<file path="src/rtl/avr_io_shiftout.sv">
// ---------------------------------------------------------------------------
// avr_io_shiftout
//
// Serial output stage for the 8-bit I/O path. A byte is shifted out MSB-first
// or LSB-first to an external 74HC595-style shift register, after which the
// storage latch is pulsed. The byte is taken from a CPU write to the DATA
// register or, in auto mode, from an upstream parallel byte whenever it
// changes.
//
// Optional feature macro: AVR_IO_SHIFTOUT_AUTO_EN
//   defined     -> auto mode (snapshot of par_in + change detect) compiled in
//   not defined -> AUTO reads 0, writes to it are ignored, par_in is unused
//
// Parameters:
//   CLKDIV    half-period of sr_clk in clk cycles (1..255)
//
// Ports:
//   clk       system clock, rising edge
//   rst       synchronous, active-low reset
//   io_a      register select: 0 = DATA, 1 = CTRL/STATUS
//   io_re     read enable
//   io_we     write enable
//   io_di     write data
//   io_do     read data, 8'h00 when io_re = 0
//   par_in    upstream parallel byte (auto mode)
//   sr_data   serial data to the external register
//   sr_clk    shift clock
//   sr_latch  storage latch pulse, active high
//   irq       level interrupt = IE & DONE
// ---------------------------------------------------------------------------
module avr_io_shiftout #(
   parameter int unsigned CLKDIV = 4
) (
   input  logic       clk,
   input  logic       rst,
   input  logic       io_a,
   input  logic       io_re,
   input  logic       io_we,
   input  logic [7:0] io_di,
   output logic [7:0] io_do,
   input  logic [7:0] par_in,
   output logic       sr_data,
   output logic       sr_clk,
   output logic       sr_latch,
   output logic       irq
);

   typedef enum logic [1:0] {
      ST_IDLE  = 2'd0,
      ST_SHIFT = 2'd1,
      ST_LATCH = 2'd2
   } state_t;

   localparam logic [7:0] DIV_LAST = 8'(CLKDIV - 1);

   state_t     state_q, state_d;
   logic [7:0] div_q, div_d;
   logic [2:0] bit_q, bit_d;
   logic [7:0] shreg_q, shreg_d;
   logic [7:0] data_q, data_d;
   logic       order_q, order_d;
   logic       lsbf_q, lsbf_d;
   logic       ie_q, ie_d;
   logic       done_q, done_d;
   logic       ovr_q, ovr_d;
   logic       sr_data_q, sr_data_d;
   logic       sr_clk_q, sr_clk_d;
   logic       sr_latch_q, sr_latch_d;
   logic       auto_rd;

`ifdef AVR_IO_SHIFTOUT_AUTO_EN
   logic       auto_q, auto_d;
   logic [7:0] snap_q, snap_d;

   assign auto_rd = auto_q;
`else
   logic       unused_par_in;

   assign auto_rd       = 1'b0;
   assign unused_par_in = ^par_in;
`endif

   logic       wr_data;
   logic       wr_ctrl;
   logic       start;
   logic [7:0] start_byte;
   logic [7:0] shreg_next;

   assign wr_data = io_we & ~io_a;
   assign wr_ctrl = io_we & io_a;

   // Next-state logic for every register. Control-register clears are applied
   // before any hardware set further down, so a DONE/OVR set in the same cycle
   // as its write-1-to-clear survives. A CPU DATA write in IDLE is checked
   // before the auto trigger, so the CPU wins and the auto request is simply
   // looked at again the next time the FSM sits in IDLE.
   always_comb begin
      state_d    = state_q;
      div_d      = div_q;
      bit_d      = bit_q;
      shreg_d    = shreg_q;
      data_d     = data_q;
      order_d    = order_q;
      lsbf_d     = lsbf_q;
      ie_d       = ie_q;
      done_d     = done_q;
      ovr_d      = ovr_q;
      sr_data_d  = sr_data_q;
      sr_clk_d   = sr_clk_q;
      sr_latch_d = sr_latch_q;
      start      = 1'b0;
      start_byte = io_di;
`ifdef AVR_IO_SHIFTOUT_AUTO_EN
      auto_d     = auto_q;
      snap_d     = snap_q;
`endif

      // Walk one bit toward the output end of the shifter in the captured order.
      shreg_next = order_q ? {1'b0, shreg_q[7:1]} : {shreg_q[6:0], 1'b0};

      if (wr_ctrl) begin
         if (io_di[1]) begin
            done_d = 1'b0;
         end
         if (io_di[2]) begin
            ovr_d = 1'b0;
         end
         lsbf_d = io_di[5];
         ie_d   = io_di[6];
`ifdef AVR_IO_SHIFTOUT_AUTO_EN
         auto_d = io_di[4];
`endif
      end

      case (state_q)
         ST_IDLE: begin
            if (wr_data) begin
               start      = 1'b1;
               start_byte = io_di;
`ifdef AVR_IO_SHIFTOUT_AUTO_EN
            end else if (auto_q && (par_in != snap_q)) begin
               start      = 1'b1;
               start_byte = par_in;
               snap_d     = par_in;
`endif
            end
            // Bit order is frozen here so LSBF edits mid-transfer do not matter.
            if (start) begin
               state_d   = ST_SHIFT;
               data_d    = start_byte;
               shreg_d   = start_byte;
               order_d   = lsbf_q;
               sr_data_d = lsbf_q ? start_byte[0] : start_byte[7];
               sr_clk_d  = 1'b0;
               div_d     = 8'd0;
               bit_d     = 3'd0;
            end
         end

         ST_SHIFT: begin
            if (wr_data) begin
               ovr_d = 1'b1;
            end
            if (div_q == DIV_LAST) begin
               div_d = 8'd0;
               if (!sr_clk_q) begin
                  sr_clk_d = 1'b1;
               end else begin
                  sr_clk_d = 1'b0;
                  if (bit_q == 3'd7) begin
                     state_d    = ST_LATCH;
                     sr_latch_d = 1'b1;
                     sr_data_d  = 1'b0;
                  end else begin
                     bit_d     = bit_q + 3'd1;
                     shreg_d   = shreg_next;
                     sr_data_d = order_q ? shreg_next[0] : shreg_next[7];
                  end
               end
            end else begin
               div_d = div_q + 8'd1;
            end
         end

         ST_LATCH: begin
            if (wr_data) begin
               ovr_d = 1'b1;
            end
            if (div_q == DIV_LAST) begin
               div_d      = 8'd0;
               state_d    = ST_IDLE;
               sr_latch_d = 1'b0;
               done_d     = 1'b1;
            end else begin
               div_d = div_q + 8'd1;
            end
         end

         default: begin
            state_d    = ST_IDLE;
            sr_clk_d   = 1'b0;
            sr_latch_d = 1'b0;
         end
      endcase
   end

   // State register. Reset is synchronous and active-low; asserting it during
   // a transfer drops straight back to IDLE with the pins low and no latch.
   always_ff @(posedge clk) begin
      if (!rst) begin
         state_q    <= ST_IDLE;
         div_q      <= 8'd0;
         bit_q      <= 3'd0;
         shreg_q    <= 8'd0;
         data_q     <= 8'd0;
         order_q    <= 1'b0;
         lsbf_q     <= 1'b0;
         ie_q       <= 1'b0;
         done_q     <= 1'b0;
         ovr_q      <= 1'b0;
         sr_data_q  <= 1'b0;
         sr_clk_q   <= 1'b0;
         sr_latch_q <= 1'b0;
`ifdef AVR_IO_SHIFTOUT_AUTO_EN
         auto_q     <= 1'b0;
         snap_q     <= 8'd0;
`endif
      end else begin
         state_q    <= state_d;
         div_q      <= div_d;
         bit_q      <= bit_d;
         shreg_q    <= shreg_d;
         data_q     <= data_d;
         order_q    <= order_d;
         lsbf_q     <= lsbf_d;
         ie_q       <= ie_d;
         done_q     <= done_d;
         ovr_q      <= ovr_d;
         sr_data_q  <= sr_data_d;
         sr_clk_q   <= sr_clk_d;
         sr_latch_q <= sr_latch_d;
`ifdef AVR_IO_SHIFTOUT_AUTO_EN
         auto_q     <= auto_d;
         snap_q     <= snap_d;
`endif
      end
   end

   // Read mux; the bus expects zero whenever this peripheral is not read.
   always_comb begin
      io_do = 8'h00;
      if (io_re) begin
         if (io_a) begin
            io_do = {1'b0, ie_q, lsbf_q, auto_rd, 1'b0, ovr_q, done_q,
                     (state_q != ST_IDLE)};
         end else begin
            io_do = data_q;
         end
      end
   end

   assign sr_data  = sr_data_q;
   assign sr_clk   = sr_clk_q;
   assign sr_latch = sr_latch_q;
   assign irq      = ie_q & done_q;

endmodule
</file>
<file path="config.mk">
export PLATFORM = sky130hd
export DESIGN_NAME = avr_io_shiftout
export DESIGN_NICKNAME = d
export VERILOG_FILES = /design/src/rtl/avr_io_shiftout.sv
export SDC_FILE = /design/constraint.sdc
export NUM_CORES = 1
export LEC_CHECK = 0
export CORE_UTILIZATION = 50
export CTS_CLUSTER_SIZE = 16
export DETAILED_ROUTE_END_ITERATION = 12
export GPL_ROUTABILITY_DRIVEN = 0
export PLACE_DENSITY = 0.75
export SLEW_MARGIN = 20
export SYNTH_ARGS = -nofsm -noshare
export SYNTH_HDL_FRONTEND = slang
export SYNTH_SLANG_ARGS = --single-unit
</file>
<file path="constraint.sdc">
create_clock -name clk -period 2.7 [get_ports clk]
set_input_delay 0.27 -clock clk [delete_from_list [all_inputs] [get_ports clk]]
set_output_delay 0.27 -clock clk [all_outputs]
set_load 0.01 [all_outputs]
</file>
==> summary by stage, run 1 <==
Clock tree
The H-tree was split into 2 levels. TritonCTS built the clock tree. The latest clock arrival within the worst-skew pair is 290 ps. TritonCTS created 5 clock buffers. The post-CTS setup repair buffer count is 0. The root cell of the clock tree is sky130_fd_sc_hd__clkbuf_8. Once the clock tree was built, the resizer swapped 0 gates to a different size. No sink is reached through more buffers than the 2 on the longest clock path. The clock-pin slew reported for the worst setup and hold paths after clock tree synthesis is around 70 ps. The number of hold buffers added after cts is 0. The clock sink count is 37.

Critical path
The worst setup path is of the flip-flop to output port kind. The kind of start point of the critical path is a flip-flop. In this run the critical register-to-register path is launched from bit_q[0]. The setup slack on the worst flop-to-flop path is 540 ps. The worst register-to-register path has a depth of 6. The end of the worst register-to-register path is bit_q[1]. STA puts the critical path data arrival time at 2000 ps. The worst setup path is captured at an output port. Data on the critical path is required at its endpoint by approximately 2400 ps. Along the worst path, the maximum fanout reaches 9.

Floorplan
The overall die area is around 4400 µm². The area inside the core boundary is 3799 µm². 33 I/O pins were placed. From bottom edge to top edge, the die measures 65.97 µm. The site row count is 22. Measured along the x axis, the die boundary spans about 66 µm. The starting density of the core is 53.85%.

Min path
The launch point of the worst hold path is data_q[7]. The tightest min-delay check is of the flip-flop to flip-flop type. The end of the worst hold path is data_q[7].

The depth of the worst hold-timing path is 2.

Synthesis
A synthesized cell averages 8.249 µm². After synthesis, the netlist uses 41 different library cells. The cell count after synthesis came out at ~250. The flop and latch count out of synthesis is 37. The area of the mapped netlist is 2046 µm².

Sequential cells were found to cover between 30% and 40% of the synthesized design area. Synthesis produced a netlist with a net count of between 200 and 300. For this run, the number of Yosys warnings is 0.

STA
The part of the cycle the worst path needs is between 80% and 90%. The measured slew at the worst slew-check pin is 703.1 ps. Counting I/O delays and the setup requirement, the final critical path takes 2271 ps.

The highest clock frequency the design can meet is 0.4404 GHz. Across the routed clock network, the largest skew measured is 3.818 ps. In the final timing run, aggregate negative setup slack is 0 ps. Headroom to the max-slew limit came out at a little over half. Across all hold checks on the routed design, the worst slack comes to 456.7 ps. Setup violations remaining at the end of the flow were counted as 0. The count of endpoints failing hold in the final timing report was 0.

The number of slew-limit violations in the final report is 0. Setup repair after global routing left no endpoint under its margin. Setup slack on the critical path of the routed design comes to 429.2 ps.

Routing
The detail route stage leaves a number of antenna-violating nets equal to 0. The routed layout has 1,849 vias. In this run, the number of DRC markers left after iteration 0 of detailed routing was 105. The routed length per instance is 13.96 µm.

For this run, design rule violations remaining after detail routing come to 0. The first-pass detailed-route iteration total is 4. The average via count per standard cell is between 5 and 6.

The detailed-route wire length is 4452 µm.

Final layout
The repair_antennas step left the layout with diodes totalling 0. Excluding fillers, the count of instances in the completed layout stands at 319. For this run, the post-layout net count is approximately 300.

In the final layout, the share of cells above drive strength 1 is 6.642%. The growth of design area from synthesis to finish is 18.65%. Leaving out fill and tap cells, the most frequent cells in the layout are sky130_fd_sc_hd__nand2_1, sky130_fd_sc_hd__dfxtp_1, sky130_fd_sc_hd__clkdlybuf4s50_1.

The library cell used most frequently in the layout, excluding fill and tap cells, is sky130_fd_sc_hd__nand2_1. The layout has 351 filler cells.

GRT
Entering global routing, the biggest net connects 28 pins. The total routing resource utilization after global routing is 23.76%. The via count of the first global-routing pass was about 1,700.

The first global-routing pass estimated 7776 µm of wire. The total congestion overflow after global routing is 0. The initial antenna violation count is 0.

Outcome
The run finished with clean final reports.

Placement
The detailed-placement wirelength estimate is around 3100 µm. The number of I/O port buffers is 24. The number of placed instances with taps included is roughly 310. OpenSTA, run right after detailed placement, puts the worst setup slack at 530.8 ps.

Power
The overall power of the completed layout is around 1300 µW. The reported leakage power is 0.0009016 µW. The power density over cell area is 516.1 nW/µm². The worst-case IR drop observed on VDD is 0.2583 mV.

Job
The number of max-cap violations is 0.
sequential cells by signal (all words and copies together) (netlist names):
signal and count:
bit_q 3, data_q 8, div_q 8, done_q 1, ie_q 1, lsbf_q 1
order_q 1, ovr_q 1, shreg_q 8, sr_clk 1, sr_data 1, sr_latch 1
state_q 2
synthesized netlist by cell type:
master	number	area share (%)
sky130_fd_sc_hd__nor2b_1	8	2.4
sky130_fd_sc_hd__a32oi_1	1	0.43
sky130_fd_sc_hd__nand3_1	9	2.2
sky130_fd_sc_hd__clkbuf_1	12	2.2
sky130_fd_sc_hd__o211ai_1	10	3.7
sky130_fd_sc_hd__o41a_1	1	0.55
sky130_fd_sc_hd__a22oi_1	2	0.73
sky130_fd_sc_hd__buf_2	1	0.24
sky130_fd_sc_hd__and3b_1	1	0.43
sky130_fd_sc_hd__nand2b_1	2	0.61
sky130_fd_sc_hd__and3_1	1	0.31
sky130_fd_sc_hd__o21bai_1	1	0.37
sky130_fd_sc_hd__a31o_1	2	0.86
sky130_fd_sc_hd__and2_1	6	1.8
sky130_fd_sc_hd__a21oi_1	22	5.4
sky130_fd_sc_hd__nand4_1	4	1.2
sky130_fd_sc_hd__a221o_1	1	0.49
sky130_fd_sc_hd__dfxtp_1	37	36
sky130_fd_sc_hd__nor3b_1	1	0.37
sky130_fd_sc_hd__o221ai_1	2	0.86
sky130_fd_sc_hd__a41o_1	1	0.49
sky130_fd_sc_hd__nor2_1	10	1.8
sky130_fd_sc_hd__o31ai_1	1	0.37
sky130_fd_sc_hd__mux2i_1	21	10
sky130_fd_sc_hd__or4_4	1	0.55
sky130_fd_sc_hd__or3_1	1	0.31
sky130_fd_sc_hd__o311a_1	2	0.98
sky130_fd_sc_hd__o21ai_0	5	1.2
sky130_fd_sc_hd__inv_1	8	1.5
sky130_fd_sc_hd__nand2_1	45	8.3
sky130_fd_sc_hd__a2111oi_4	1	1.3
sky130_fd_sc_hd__or3b_2	2	0.86
sky130_fd_sc_hd__o21a_1	5	1.8
sky130_fd_sc_hd__or2_1	1	0.31
sky130_fd_sc_hd__nor2_4	1	0.55
sky130_fd_sc_hd__a41oi_1	2	0.86
sky130_fd_sc_hd__nand3b_1	4	1.5
sky130_fd_sc_hd__buf_1	2	0.37
sky130_fd_sc_hd__nor3_1	3	0.73
sky130_fd_sc_hd__and4_1	2	0.86
sky130_fd_sc_hd__ha_1	6	3.7
power by group:
part           switching, µW  internal [µW]  total, µW
registers               21.8            574        596
logic                    149            111        259
clock network            195            203        398
critical path, stage by stage, from the launching register on:
cell and delay [ps]:
sky130_fd_sc_hd__dfxtp_1 360, sky130_fd_sc_hd__inv_1 70, sky130_fd_sc_hd__ha_1 320, sky130_fd_sc_hd__inv_1 170, sky130_fd_sc_hd__mux2i_1 90, sky130_fd_sc_hd__nor2b_1 140, sky130_fd_sc_hd__clkdlybuf4s50_1 550
worst max-delay path by stage:
stage	cells past startpoint	end	start	slack, ps
after detailed placement	5	bit_q[1]	io_a	530
after floorplan	6	bit_q[1]	bit_q[0]	760
final	6	io_do[0]	state_q[0]	430
after global routing	6	io_do[0]	state_q[0]	280
after global placement	6	bit_q[1]	bit_q[0]	550
after CTS	6	io_do[0]	state_q[0]	420
through the flow:
step	util, %	area, µm²
2_1_floorplan	-	2046
3_3_place_gp	61.63	2341
3_5_place_dp	61.63	2341
4_1_cts	63.90	2427
5_1_grt	63.90	2427
6_report	63.90	2427
cells by family after synthesis:
kind of cell | Yosys count | synth area share [%]
and+or+nand+nor | 102 | 25.14
AOI/OAI and AO/OA | 59 | 20.43
DFF | 37 | 36.21
buffers and inverters | 23 | 4.281
muxes | 21 | 10.28
adders and majority gates | 6 | 3.670
cell type report:
class                   count  area, µm²  area share [%]
repair buffers             31      292.8           12.06
flip-flops and latches     37      740.7           30.52
well taps                  48      60.06           2.474
multi-input cells         188       1217           50.15
clock buffers               7      86.33           3.557
inverters                   8      30.03           1.237
metal layers:
metal / up-vias / share of wire, % / track usage [%]
met5: - / 0 / 0
li1: 929 / - / -
met4: 0 / 2.0 / 11.17
met3: 8 / 4.0 / 4.138
met1: 874 / 48 / 30.90
met2: 38 / 46 / 37.88
Power figures use the tool's default switching activity.
==> run 2, diff against run 1 <==
==> constraint.sdc (replaced) <==
create_clock -name clk -period 2.3 [get_ports clk]
set_input_delay 0.23 -clock clk [delete_from_list [all_inputs] [get_ports clk]]
set_output_delay 0.23 -clock clk [all_outputs]
set_load 0.01 [all_outputs]
==> summary by stage, run 2 (same netlist as run 1, synthesis figures left out) <==
Outcome
Status: finished clean (unchanged).

Final layout
Most frequent cells in the layout: sky130_fd_sc_hd__nand2_1, sky130_fd_sc_hd__dfxtp_1, sky130_fd_sc_hd__clkdlybuf4s50_1 (unchanged). The commonest non-fill, non-tap cell in the layout is sky130_fd_sc_hd__nand2_1 (unchanged). The share of layout cells above drive strength 1 is 8.696% (was 6.642%). Largest registers: data_q (8), div_q (8), shreg_q (8) (unchanged). The number of antenna repair diodes is 0 (unchanged). The growth of design area from synthesis to finish is 20.61% (was 18.65%).

The total number of nets in the final design came to 303 (was 298).

Clock tree
The clock tree buffer depth is 2 (unchanged). The clock-pin slew reported for the worst setup and hold paths after clock tree synthesis was 70 ps (about the same). The root cell of the clock tree is sky130_fd_sc_hd__clkbuf_8 (unchanged). The depth of the CTS H-tree was 2 (unchanged). The latest clock arrival within the worst-skew pair was 290 ps (about the same). The post-CTS setup repair buffer count is 0 (unchanged). The number of clock buffers inserted by TritonCTS is 5 (unchanged). The clock tree from TritonCTS is yes (unchanged). The clock sink count is 37 (unchanged).

Critical path
The launch point of the worst reg-to-reg path was div_q[0] (was bit_q[0]). The highest fanout seen on the critical path is 9 (unchanged). The kind of start point of the critical path is a flip-flop (unchanged). The setup slack on the worst flop-to-flop path is 280 ps (was 540 ps). The data arrival time of the critical path is 1890 ps (was 2000 ps). The endpoint type of the worst setup path is an output port (unchanged). The logic depth of the worst register-to-register path is 5 (was 6). The worst setup path category is flip-flop to output port (unchanged). The end of the worst register-to-register path was state_q[1] (was bit_q[1]). The required time reported for the critical path endpoint came to 2070 ps (was 2430 ps).

Job
The number of max-cap violations is 0 (unchanged).

Routing
The number of nets with antenna violations after detailed routing is 0 (unchanged). The detailed-route wire length is 4336 µm (was 4452 µm). The first-pass detailed-route iteration total came to 4 (unchanged). The routed length per instance is 13.38 µm (was 13.96 µm).

The average via count per standard cell is 5.608 (was 5.796). The number of DRC violations after detailed routing is 0 (unchanged). The detailed router's first-iteration violation count was 198 (was 105). The detailed-route via count came to 1,817 (was 1,849).

STA
The part of the cycle the worst path needs is 92.10%. The highest clock frequency the design can meet is approximately 0.47 GHz. The setup clock skew after layout is 3.771 ps (was 3.818 ps). The final critical delay including setup and external delays is 2118 ps. The number of slew-limit violations in the final report is 0 (unchanged). The aggregate negative setup slack came to 0 ps (unchanged). The worst path setup slack after routing came to 181.8 ps (was 429.2 ps).

The count of endpoints failing hold in the final timing report is 0 (unchanged). The number of setup violations in the final report is 0 (unchanged). The worst slew slack as a fraction of its limit is 68.09% (was 53.07%). Unrepaired setup endpoints after global routing: false (unchanged).

The measured slew at the worst slew-check pin was 478.0 ps (was 703.1 ps).

GRT
The total congestion overflow after global routing is 0 (unchanged). The initial antenna violation count came to 0 (unchanged). The global-route wire length before repair is 7307 µm (was 7776 µm). The largest net degree at the start of global routing is 28 (unchanged). The via count of the first global-routing pass is 1,593 (was 1,688). The total routing resource utilization after global routing is 22.04% (was 23.76%).

Min path
The launch point of the worst hold path is data_q[3] (was data_q[7]). The depth of the worst hold-timing path came to 2 (unchanged). The end of the worst hold path is data_q[3] (was data_q[7]). The kind of path behind the tightest hold check is flip-flop to flip-flop (unchanged).

Power
The reported leakage power is 0.0009270 µW (was 0.0009016 µW). The maximum VDD drop came to 0.3075 mV (was 0.2583 mV). The share of total power consumed by net switching is 28.43% (was 29.17%).

The clock group share of total power was 31.1% (was 31.7%). The sequential group share of total power is 47.7% (was 47.6%). The relative contribution of combinational cells to total power is 21.1% (was 20.7%). The reported net switching power is 416.2 µW (was 365.5 µW). The power density over cell area is 593.2 nW/µm² (was 516.1 nW/µm²). The internal portion of total power is 1048 µW (was 887.4 µW).

Floorplan
The site row count is 22 (unchanged). The die width came to 65.97 µm (unchanged). The starting density of the core is 53.85% (unchanged). The chip height is 65.97 µm (unchanged).

The number of I/O pins was 33 (unchanged). The area inside the core boundary is 3799 µm² (unchanged). The overall die area is 4351 µm² (unchanged).

Placement
The worst slack at placement came to 272.0 ps (was 530.8 ps). The detailed-placement wirelength estimate is 3142 µm (was 3107 µm). The number of I/O port buffers is 24 (unchanged).
==> run 2: cell types whose count changed in the layout (fill, tap and decap cells not counted), sizes merged <==
cell  before  now
buf        7   12
==> run 2: worst max-delay path, cell delays in order, from the launching register on <==
cell                              delay (ps)
sky130_fd_sc_hd__dfxtp_1                 350
sky130_fd_sc_hd__inv_1                    70
sky130_fd_sc_hd__ha_2                    250
sky130_fd_sc_hd__inv_1                   140
sky130_fd_sc_hd__mux2i_1                 100
sky130_fd_sc_hd__nor2b_1                 140
sky130_fd_sc_hd__clkdlybuf4s50_1         550
==> run 2: area by class of cell <==
type | count | area, µm²
fillers | 339 | 1331
inverters | 8 | 30.03
multi-input cells | 188 | 1220
repair buffers | 36 | 330.3
clock buffers | 7 | 86.33
flip-flops and latches | 37 | 740.7
well taps | 48 | 60.06
==> run 2: power groups by stage <==
stage	registers, µW	clock network (µW)	logic, µW
2_1_floorplan	706	0	210
3_3_place_gp	712	0	303
3_5_place_dp	713	0	308
4_1_cts	698	467	309
5_1_grt	703	500	345
6_report	698	456	309
==> run 2: routing by layer <==
metal  routed length, µm  global-route usage, %
met5                   0                      0
met4                  45                  7.979
met3                 171                  4.655
met2                2026                  34.82
met1                2093                  29.41
==> run 2: through the flow <==
stage                     hold slack, ps  std cells  cell area, µm²  total power (µW)  utilization, %
after floorplan                    366.0        248            2046             915.5               -
after global placement             439.0        317            2379              1016           62.62
after detailed placement           443.3        317            2379              1021           62.62
after CTS                          453.1        324            2465              1474           64.89
after global routing               469.9        324            2467              1547           64.95
final                              450.2        324            2467              1464           64.95
==> run 2: how the worst max path moves through the flow <==
stage / startpoint / to / cells after the start
2_1_floorplan: bit_q[0] / bit_q[1] / 6
6_report: state_q[0] / io_do[0] / 6
3_3_place_gp: io_a / bit_q[1] / 6
3_5_place_dp: io_a / bit_q[1] / 6
4_1_cts: state_q[0] / io_do[0] / 6
5_1_grt: state_q[0] / io_do[0] / 6
==> run 2: repair_timing <==
action,in CTS,in global routing
gates resized for setup,0,1
endpoints found under the setup margin,0,1
hold endpoints to repair,0,0
hold buffers,0,0
==> run 3, diff against run 2 <==
--- a/config.mk
+++ b/config.mk
@@ -5,11 +5,13 @@
 export SDC_FILE = /design/constraint.sdc
 export NUM_CORES = 1
 export LEC_CHECK = 0
-export CORE_UTILIZATION = 50
+export CELL_PAD_IN_SITES_DETAIL_PLACEMENT = 1
+export CELL_PAD_IN_SITES_GLOBAL_PLACEMENT = 1
+export CORE_UTILIZATION = 39
 export CTS_CLUSTER_SIZE = 16
 export DETAILED_ROUTE_END_ITERATION = 12
 export GPL_ROUTABILITY_DRIVEN = 0
-export PLACE_DENSITY = 0.75
+export PLACE_DENSITY_LB_ADDON = 0.1
 export SLEW_MARGIN = 20
 export SYNTH_ARGS = -nofsm -noshare
 export SYNTH_HDL_FRONTEND = slang
==> summary by stage, run 3 (same netlist as run 1, synthesis figures left out) <==
Outcome
Status: finished clean (unchanged).

Final layout
The growth of design area from synthesis to finish was 23.12% (was 20.61%). The number of antenna repair diodes came to 0 (unchanged). Most frequent cells in the layout: sky130_fd_sc_hd__nand2_1, sky130_fd_sc_hd__dfxtp_1, sky130_fd_sc_hd__clkdlybuf4s50_1 (unchanged).

The non-filler instance count after layout is 344 (was 324). Largest registers: data_q (8), div_q (8), shreg_q (8) (unchanged). The final instance area came to 2519 µm² (was 2467 µm²). The share of layout cells above drive strength 1 is 8.664% (was 8.696%).

The commonest non-fill, non-tap cell in the layout is sky130_fd_sc_hd__nand2_1 (unchanged). The total number of nets in the final design is 303 (unchanged).

Clock tree
The number of hold buffers added after cts came to 0 (unchanged). The post-CTS setup repair buffer count is 0 (unchanged). The clock-pin slew reported for the worst setup and hold paths after clock tree synthesis is 80 ps (was 70 ps). The number of clock buffers inserted by TritonCTS came to 5 (unchanged). The depth of the CTS H-tree is 2 (unchanged). The latest clock arrival within the worst-skew pair is 300 ps (was 290 ps). The post-cts gate resize count came to 0 (unchanged). The root cell of the clock tree is sky130_fd_sc_hd__clkbuf_8 (unchanged). The clock sink count is 37 (unchanged). The clock tree buffer depth is 2 (unchanged). The clock tree from TritonCTS is yes (unchanged).

Critical path
The required time reported for the critical path endpoint is 2070 ps (about the same). The endpoint type of the worst setup path was an output port (unchanged). The data arrival time of the critical path is 1880 ps (was 1890 ps). The kind of start point of the critical path is a flip-flop (unchanged). The highest fanout seen on the critical path is 3 (was 9). The worst setup path category is flip-flop to output port (unchanged).

Routing
The routed length per instance came to 15.42 µm (was 13.38 µm). The detailed-route via count is 1,880 (was 1,817). The first-pass detailed-route iteration total is 4 (unchanged).

The detailed router's first-iteration violation count is 107 (was 198). The number of DRC violations after detailed routing is 0 (unchanged). The average via count per standard cell was 5.465 (was 5.608). The detailed-route wire length came to 5304 µm (was 4336 µm). The number of nets with antenna violations after detailed routing came to 0 (unchanged).

GRT
The global-route wire length before repair is 8845 µm (was 7307 µm). The largest net degree at the start of global routing is 28 (unchanged). The total routing resource utilization after global routing is 21.25% (was 22.04%). The met3 global-route usage is 5.014% (was 4.655%). The initial antenna violation count was 0 (unchanged). The global-route track usage on met2 is 33.03% (was 34.82%). The via count of the first global-routing pass is 1,829 (was 1,593). The total congestion overflow after global routing is 0 (unchanged). The global routing met1 resource utilization is 29.06% (was 29.41%). The busiest metal layer after global routing is met2 (unchanged).

STA
The number of slew-limit violations in the final report is 0 (unchanged). The count of endpoints failing hold in the final timing report is 0 (unchanged). The worst hold slack after final layout is 453.1 ps (was 450.2 ps).

The worst slew slack as a fraction of its limit is 67.80% (was 68.09%). Unrepaired setup endpoints after global routing: false (unchanged). The number of setup violations in the final report is 0 (unchanged). The aggregate negative setup slack is 0 ps (unchanged). The setup clock skew after layout was 9.905 ps (was 3.771 ps). The final critical delay including setup and external delays is 2105 ps (was 2118 ps). The measured slew at the worst slew-check pin is 482.3 ps (was 478.0 ps). The highest clock frequency the design can meet is 0.4750 GHz (was 0.4721 GHz). The part of the cycle the worst path needs was 91.53% (was 92.10%). The worst path setup slack after routing is 194.7 ps (was 181.8 ps).

Power
The relative contribution of combinational cells to total power is 20.1% (was 21.1%). The reported net switching power was 462.3 µW (was 416.2 µW). The share of total power consumed by net switching is 28.36% (was 28.43%). The internal portion of total power came to 1168 µW (was 1048 µW).

The clock group share of total power is 37.0% (was 31.1%). The sequential group share of total power is 42.9% (was 47.7%). The reported leakage power is 0.0009406 µW (was 0.0009270 µW). The maximum VDD drop is 0.3305 mV (was 0.3075 mV).

The power density over cell area is 647.3 nW/µm² (was 593.2 nW/µm²).

Placement
The worst slack at placement is 217.0 ps (was 272.0 ps). The instance area after placement is 2402 µm² (was 2379 µm²). The number of placed instances with taps included is 336 (was 317). The detailed-placement wirelength estimate was 3715 µm (was 3142 µm). The number of I/O port buffers is 24 (unchanged).

Job
The number of max-cap violations came to 0 (unchanged).

Floorplan
The number of I/O pins is 33 (unchanged). The overall die area came to 5539 µm² (was 4351 µm²). The starting density of the core is 41.92% (was 53.85%). The chip height is 74.43 µm (was 65.97 µm).

The site row count is 25 (was 22). The area inside the core boundary is 4880 µm² (was 3799 µm²). The die width is 74.43 µm (was 65.97 µm).

Min path
The kind of path behind the tightest hold check is flip-flop to flip-flop (unchanged).
## run 3: path summary, 6_finish.rpt
check | startpoint | to | slack [ps] | cells after the start
max | state_q[0] | io_do[0] | 190 | 6
min | data_q[4] | data_q[4] | 450 | 2
max reg2reg | div_q[0] | state_q[1] | 250 | 5
min reg2reg | data_q[4] | data_q[4] | 450 | 2
## run 3: layout make-up
type / count / area [µm²]
Clock buffer: 7 / 86.33
Clock inverter: 1 / 30.03
Fill cell: 608 / 2361
Inverter: 8 / 30.03
Multi-Input combinational cell: 188 / 1217
Sequential cell: 37 / 740.7
Tap cell: 67 / 83.83
Timing Repair Buffer: 36 / 330.3
## run 3: critical path, stage by stage (launching register included)
cell,delay (ps)
sky130_fd_sc_hd__dfxtp_1,380
sky130_fd_sc_hd__inv_1,80
sky130_fd_sc_hd__ha_1,210
sky130_fd_sc_hd__inv_1,130
sky130_fd_sc_hd__mux2i_1,110
sky130_fd_sc_hd__nor2b_1,130
sky130_fd_sc_hd__clkdlybuf4s50_1,540
## run 3: per-stage QoR
| step | utilization (%) | power, µW |
|---|---|---|
| 2_1_floorplan | - | 915.5 |
| 3_3_place_gp | 49.23 | 1038 |
| 3_5_place_dp | 49.23 | 1040 |
| 4_1_cts | 51.62 | 1636 |
| 5_1_grt | 51.62 | 1701 |
| 6_report | 51.62 | 1630 |
## run 3: power by group through the flow
stage               Combinational, µW  Clock, µW  Sequential (µW)
floorplan                         210          0              706
global placement                  324          0              714
detailed placement                326          0              715
CTS                               328        609              700
global route                      361        636              705
finish                            327        604              700
## run 3: metal layers
layer  up-vias  wire [µm]
met4         0         61
met1       910       2709
met2        23       2382
met3         5        151
li1        942          -
met5         -          0
